[src/rtl/uart_echo_fifo.sv]
// uart_echo_fifo: byte FIFO between the UART receiver and transmitter.
// Received bytes are queued in a circular buffer and handed to the
// transmitter through a registered output stage. When OPT_CRLF is set,
// an LF byte is sent after every CR.
module uart_echo_fifo #(
  parameter int LGFLEN   = 4,
  parameter bit OPT_CRLF = 1'b1
) (
  input  logic              i_clk,
  input  logic              i_reset,
  input  logic              i_rx_stb,
  input  logic [7:0]        i_rx_data,
  output logic              o_tx_stb,
  output logic [7:0]        o_tx_data,
  input  logic              i_tx_busy,
  output logic [LGFLEN:0]   o_fill,
  output logic              o_empty,
  output logic              o_overflow
);

  localparam int DEPTH = 1 << LGFLEN;

  // State meanings:
  //   ST_IDLE - output register empty
  //   ST_SEND - output register holds a byte taken from the FIFO
  //   ST_LF   - output register holds an inserted LF
  typedef enum logic [1:0] {
    ST_IDLE,
    ST_SEND,
    ST_LF
  } state_e;

  logic [7:0]        mem_q [DEPTH];
  logic [LGFLEN-1:0] wr_ptr_q, rd_ptr_q;
  logic [LGFLEN:0]   fill_q, fill_d;
  state_e            state_q, state_d;
  logic [7:0]        tx_data_q, tx_data_d;
  logic              tx_stb_q, tx_stb_d;
  logic              empty_q;
  logic              overflow_q, overflow_d;

  logic              fifo_empty;
  logic              fifo_full;
  logic              accept;
  logic              pop;
  logic              push;
  logic [7:0]        head;

  // fill_q never exceeds DEPTH, so its top bit by itself means "full".
  assign fifo_empty = (fill_q == '0);
  assign fifo_full  = fill_q[LGFLEN];
  assign accept     = tx_stb_q && !i_tx_busy;
  assign head       = mem_q[rd_ptr_q];

  // Output sequencer: decides when to pop the FIFO and what to load into the
  // output register.
  // NOTE: every signal driven here gets a default first, so no path can leave
  // it unassigned and infer a latch.
  always_comb begin
    state_d   = state_q;
    tx_data_d = tx_data_q;
    pop       = 1'b0;
    unique case (state_q)
      ST_IDLE: begin
        if (!fifo_empty) begin
          pop       = 1'b1;
          tx_data_d = head;
          state_d   = ST_SEND;
        end
      end
      ST_SEND: begin
        if (accept) begin
          if (OPT_CRLF && (tx_data_q == 8'h0D)) begin
            tx_data_d = 8'h0A;
            state_d   = ST_LF;
          end else if (!fifo_empty) begin
            pop       = 1'b1;
            tx_data_d = head;
          end else begin
            state_d   = ST_IDLE;
          end
        end
      end
      ST_LF: begin
        if (accept) begin
          if (!fifo_empty) begin
            pop       = 1'b1;
            tx_data_d = head;
            state_d   = ST_SEND;
          end else begin
            state_d   = ST_IDLE;
          end
        end
      end
      default: state_d = ST_IDLE;
    endcase
    tx_stb_d = (state_d != ST_IDLE);
  end

  // FIFO bookkeeping.
  // A full FIFO still accepts a byte when a pop happens in the same cycle.
  always_comb begin
    push       = i_rx_stb && (!fifo_full || pop);
    overflow_d = overflow_q || (i_rx_stb && !push);
    fill_d     = fill_q;
    case ({push, pop})
      2'b10:   fill_d = fill_q + 1'b1;
      2'b01:   fill_d = fill_q - 1'b1;
      default: fill_d = fill_q;
    endcase
  end

  // Control and status registers; all clear asynchronously on reset.
  // NOTE: state elements use non-blocking assignments so every register
  // samples values from before the clock edge, whatever the block order.
  always_ff @(posedge i_clk or posedge i_reset) begin
    if (i_reset) begin
      state_q    <= ST_IDLE;
      tx_data_q  <= 8'h00;
      tx_stb_q   <= 1'b0;
      wr_ptr_q   <= '0;
      rd_ptr_q   <= '0;
      fill_q     <= '0;
      empty_q    <= 1'b1;
      overflow_q <= 1'b0;
    end else begin
      state_q    <= state_d;
      tx_data_q  <= tx_data_d;
      tx_stb_q   <= tx_stb_d;
      fill_q     <= fill_d;
      empty_q    <= (fill_d == '0);
      overflow_q <= overflow_d;
      if (push) wr_ptr_q <= wr_ptr_q + 1'b1;
      if (pop)  rd_ptr_q <= rd_ptr_q + 1'b1;
    end
  end

  // Buffer storage.
  // NOTE: the storage array is not reset; the pointers and the fill count
  // decide which entries are valid, so stale contents are never read.
  always_ff @(posedge i_clk) begin
    if (push) mem_q[wr_ptr_q] <= i_rx_data;
  end

  assign o_tx_stb   = tx_stb_q;
  assign o_tx_data  = tx_data_q;
  assign o_fill     = fill_q;
  assign o_empty    = empty_q;
  assign o_overflow = overflow_q;

endmodule

[config.mk]
export PLATFORM = sky130hd
export DESIGN_NAME = uart_echo_fifo
export DESIGN_NICKNAME = d
export VERILOG_FILES = /design/src/rtl/uart_echo_fifo.sv
export SDC_FILE = /design/constraint.sdc
export NUM_CORES = 1
export LEC_CHECK = 0
export ABC_AREA = 1
export CAP_MARGIN = 20
export CORE_ASPECT_RATIO = 1.1
export CORE_UTILIZATION = 65
export DETAILED_ROUTE_END_ITERATION = 12
export DONT_BUFFER_PORTS = 1
export GPL_TIMING_DRIVEN = 1
export PLACE_DENSITY_LB_ADDON = 0.25
export SETUP_SLACK_MARGIN = 0.4
export SLEW_MARGIN = 20
export SYNTH_ARGS = -nofsm -noshare
export SYNTH_HDL_FRONTEND = slang
export SYNTH_SLANG_ARGS = --single-unit
[constraint.sdc]
create_clock -name i_clk -period 7.75 [get_ports i_clk]
set_input_delay 1.55 -clock i_clk [delete_from_list [all_inputs] [get_ports i_clk]]
set_output_delay 1.55 -clock i_clk [all_outputs]
set_load 0.1 [all_outputs]
After elaboration in Yosys (flattened, before gate mapping). Memory sizes are Yosys's and may differ from the RTL's. Cells that the tools add are included.

Memories kept: 1. Memory bits (writable): 128. Register bits: 26. Word-level logic and storage cells: 54. Output and inout port bits: 16.

Eq/ne operators: 7. Mux-type cells: 20. Add/subtract/negate cells: 4. Reduce and logical (&&, ||, !) cells: 14.

Memory list: mem_q (words 16, bits a word 8, read ports 1, clocked after Yosys merged registers in 0, wr ports 1, line 33) `logic [7:0] mem_q [DEPTH];`.

Operators by type and width (count): $mux W8 (4); $pmux W8 S3 (1); $logic_not A5 Y1 (2); $mux W2 (5); $pmux W5 S2 (1); $add A4 B1 Y4 const B (2); $eq A8 B4 Y1 const B (1); $mux W1 (7); $pmux W2 S3 (1); $add A5 B1 Y5 const B (1); $sub A5 B1 Y5 const B (1); $eq A2 B1 Y1 const B (2); $eq A2 B2 Y1 const B (2); $ne A2 B2 Y1 const B (2); $logic_and A1 B1 Y1 (3); $logic_not A1 Y1 (3); $pmux W1 S3 (1); $reduce_and A3 Y1 (1); $reduce_bool A3 Y1 (1); $logic_not A2 Y1 (1); $logic_or A1 B1 Y1 (2); $reduce_bool A2 Y1 (1).

Depth between registers and ports, before layout.
Depth in word-level cells: 10. Depth in mapped cells: 19. Depth with buffers taken out: 18.

Worst setup path after synthesis. Ideal clock, no wire load.

Kind: input-to-reg. From: input i_tx_busy. To: register empty_q (netlist: o_empty). Data arrival time: 3.495 ns. Stages: 15. Library setup time: 0.068 ns. Slack: 4.188 ns. Cell sequence: nor3b_1 > nand2_1 > nand2_1 > nand2_2 > nand2_4 > nand2_4 > buf_6 > ha_1 > ha_1 > nand3_1 > nand3_1 > or2_2 > nand3_1 > nand3_1 > nor2_1.

Longest elaborated chain between the ends: 9. Elaborated cells between the ends (all ways): 11. Those cells by class: eq/ne (2); mux (4); reduce/logical (5).

RTL lines: start: declaration (line 15) `input logic i_tx_busy,`; $logic_not A1 Y1 (*) (line 52) `assign accept = tx_stb_q && !i_tx_busy;`; $logic_and A1 B1 Y1 (*) (line 52); $mux W1 (on tied branches) (line 85, 72); $pmux W1 S3 (*) (line 63) `unique case (state_q)`; $logic_or A1 B1 Y1 (line 103) `push = i_rx_stb && (!fifo_full || pop);`; $logic_and A1 B1 Y1 (line 103); $eq A2 B1 Y1 / $eq A2 B2 Y1 (equally long branches) (line 106) `case ({push, pop})`; $pmux W5 S2 (*) (line 106); $logic_not A5 Y1 (*) (line 131) `empty_q <= (fill_d == '0);`; end signal: assignment (line 131); end: declaration (line 39) `logic empty_q;`.

Mark *: on every way between the ends. The rest lies on a longest branch, timed or not. A chain may end at the register's enable or synchronous reset.

Worst setup path after layout.
From: register tx_data_q[2] (netlist: o_tx_data[2]). To: register empty_q (netlist: o_empty).

Longest elaborated chain between the ends: 9. Elaborated cells between the ends (all ways): 10. Those cells by class: eq/ne (3); mux (4); reduce/logical (3).

RTL lines: start: declaration (line 37) `logic [7:0] tx_data_q, tx_data_d;`; start signal: assignment (line 128) `tx_data_q <= tx_data_d;`; $eq A8 B4 Y1 (*) (line 73) `if (OPT_CRLF && (tx_data_q == 8'h0D)) begin`; $mux W1 (*) (line 73); $mux W1 (*) (line 72) `if (accept) begin`; $pmux W1 S3 (*) (line 63); $logic_or A1 B1 Y1 (line 103); $logic_and A1 B1 Y1 (line 103); $eq A2 B1 Y1 / $eq A2 B2 Y1 (equally long branches) (line 106); $pmux W5 S2 (*) (line 106); $logic_not A5 Y1 (*) (line 131).

Marks and branches as above.

==> flow_summary.json <==
{
  "status": "completed",
  "antenna_found_initial": 0,
  "final-hold-violation-count": 0,
  "finalCriticalPeriod_ns": 3.56,
  "synth.area.top_cells": "edfxtp_1 57%, dfrtp_1 9.2%, nor2_1 6.9%",
  "use_met3": 0.0635,
  "grt-busiest-layer": "met2",
  "synth_area_um2": 6780,
  "grt-ovfl-total": 0,
  "synth_top_cell_by_area": "edfxtp_1",
  "cp_max_fo": 21,
  "synth_top_cell_area_share": 0.567,
  "groute.usage.overall": 0.290,
  "cts_hold_buffers": 0,
  "endpoint": "o_empty$_DFF_PP1_",
  "tightestPinTransition_ns": 1.08,
  "crit_path_start_kind": "register",
  "cts.sinks": 154,
  "synth_ff_type": "edfxtp_1",
  "yosys.cell_count.top_type": "edfxtp_1",
  "cts_tree": "done",
  "drive_gt1_frac": 0.0775,
  "clock-skew-final_ns": 0.0101,
  "slew-limit-headroom": 0.281,
  "syn_nets": 652,
  "postCtsSetupRepairBufs": 0,
  "startpoint": "o_tx_data[2]$_DFFE_PP0P_",
  "dr.pass1.iters": 6,
  "vias_per_cell": 6.10,
  "place_congestion": 0.825,
  "max-vdd-ir-drop_mv": 0.324,
  "synth_common_cells": "128 x edfxtp_1, 124 x nor2_1, 81 x nand2_1",
  "rr_worst_depth": 16,
  "r2r-end": "o_empty$_DFF_PP1_",
  "fin_util": 0.741,
  "fin_tns_setup_ns": 0,
  "cts_max_path_buffers": 2,
  "grtUsageMet1": 0.357,
  "power_density_nw_per_um2": 442,
  "wire_per_inst_um": 19.5,
  "leakage_nw": 2.79,
  "met2_usage": 0.489,
  "path_clk_slew_ns": 0.07,
  "worst_ep_required_time_ns": 8.21,
  "synth_edf_count": 128,
  "cap_violations": 0,
  "ys_seq_elements": 154,
  "grt_max_degree": 73,
  "ys_async_sr_fraction": 0.169,
  "timing.final.crit_share": 0.459,
  "start_util": 0.679,
  "final_antenna_net_count": 0,
  "setup_viol": 0,
  "routed_wl_um": 14700,
  "rsz0062_at_grt": "no",
  "crit_arrival_ns": 4.02,
  "clock-root-buffer": "clkbuf_8",
  "syn_area_per_cell_um2": 10.8,
  "max_freq_mhz": 281,
  "n_antenna_cell": 0,
  "seq_area_frac_synth": 0.663,
  "die_y_um": 109,
  "worstSkewPairLatency_ns": 0.52,
  "drc": 0,
  "r2r_start": "o_tx_data[2]$_DFFE_PP0P_",
  "grt_pass1_wl_um": 22800,
  "nFillCells": 638,
  "core_um2": 9980,
  "rows": 38,
  "cts.repair.resized": 0,
  "area_growth_pct": 9.21,
  "port-buffer-count": 0,
  "critical_path_class": "reg -> reg",
  "cts_buffers": 17,
  "ys_warn_count": 0,
  "hold_start": "wr_ptr_q[3]$_DFFE_PP0P_",
  "worst_hold_path_type": "reg -> reg",
  "die_x_um": 99.4,
  "hpwl_um": 8650,
  "nNetsFinal": 645,
  "synthCells": 626,
  "ioPinCount": 28,
  "reg2reg_slack_ns": 4.19,
  "drt-initial-drc-count": 579,
  "grt_pass1_vias": 4454,
  "vias": 4585,
  "synth_cell_type_count": 37,
  "maxSlewViolCount": 0,
  "cts-htree-levels": 4,
  "crit_path_end_kind": "register",
  "die_area_um2": 10800
}
registers in the layout, summed over array words and instances, names as in the netlist:
register / cells
mem_q: 128
o_empty: 1
o_fill: 5
o_overflow: 1
o_tx_data: 8
o_tx_stb: 1
rd_ptr_q: 4
state_q: 2
wr_ptr_q: 4
cells in the final DEF (no fill, tap or decap), types with 2 or more instances in the layout:
cell type,count
buf_4,2
nand2_2,4
clkbuf_16,16
nor2_1,124
o211ai_1,15
nor2_2,3
clkinv_2,4
ha_1,13
edfxtp_1,128
nand3_1,54
o21ai_1,12
a21oi_1,7
nand2_4,2
inv_2,2
clkinvlp_4,4
inv_6,3
dfrtp_1,24
xor2_1,5
nand2_1,81
nand4_1,3
bufinv_16,4
inv_1,48
xnor2_1,2
o21ai_0,58
metal layers:
layer | up-vias | wire, um
li1 | 2120 | -
met1 | 2185 | 5570
met2 | 250 | 7350
met4 | 0 | 358
met5 | - | 0
met3 | 30 | 1400
worst min path at each step:
stage                         endpoint  slack [ns]  cells past startpoint
3_3_place_gp   wr_ptr_q[1]$_DFFE_PP0P_        0.56                      2
6_report       wr_ptr_q[3]$_DFFE_PP0P_        0.58                      2
4_1_cts        wr_ptr_q[3]$_DFFE_PP0P_        0.58                      2
5_1_grt        wr_ptr_q[3]$_DFFE_PP0P_        0.61                      2
3_5_place_dp   wr_ptr_q[3]$_DFFE_PP0P_        0.56                      2
2_1_floorplan  wr_ptr_q[3]$_DFFE_PP0P_        0.51                      2
stage by stage:
| step | cells | worst slack, ns | instance area [um^2] | power, mW | hold WS, ns |
|---|---|---|---|---|---|
| CTS | 752 | 4.18 | 7400 | 3.27 | 0.580 |
| floorplan | 626 | 4.19 | 6780 | 2.18 | 0.511 |
| global placement | 720 | 4.07 | 6790 | 2.36 | 0.563 |
| detailed placement | 720 | 3.97 | 6790 | 2.41 | 0.556 |
| finish | 752 | 4.19 | 7400 | 3.27 | 0.583 |
| global route | 752 | 3.96 | 7400 | 3.45 | 0.610 |
cell families after synthesis:
kind of cell | count (synthesis) | share of synthesized area
flops | 154 | 0.663
mux | 1 | 0.00148
simple gates | 275 | 0.170
compound gates | 96 | 0.0781
buf+inv | 79 | 0.0508
fa+ha+maj | 14 | 0.0270
xor+xnor | 7 | 0.00905
cell type report:
cell class,count,area (um^2),share of cell area
Sequential cell,154,4500,0.608
Multi-Input combinational cell,393,1940,0.262
Clock buffer,17,414,0.0560
Clock inverter,15,196,0.0265
Inverter,51,191,0.0259
Tap cell,120,150,0.0203
Timing Repair Buffer,2,15.0,0.00203
power breakdown:
group	switching, mW	internal (mW)	total, mW
Clock	0.328	0.523	0.851
Sequential	0.383	1.02	1.40
Combinational	0.695	0.325	1.02
Total	1.41	1.86	3.27
worst max-delay path, stage by stage, from the launching register on:
cell and delay (ns):
dfrtp_1 0.95, nand2_1 0.15, nor2_2 0.23, nand3_1 0.13, nand2_1 0.08, nand2_1 0.06, nand2_2 0.12, nand2_4 0.09
nand2_4 0.26, ha_1 0.32, ha_1 0.31, nand3_1 0.10, nand3_1 0.11, or2_2 0.29, nand3_1 0.09, nand3_1 0.08
nor2_1 0.11
Note: power is estimated with default switching activity, not from simulation.
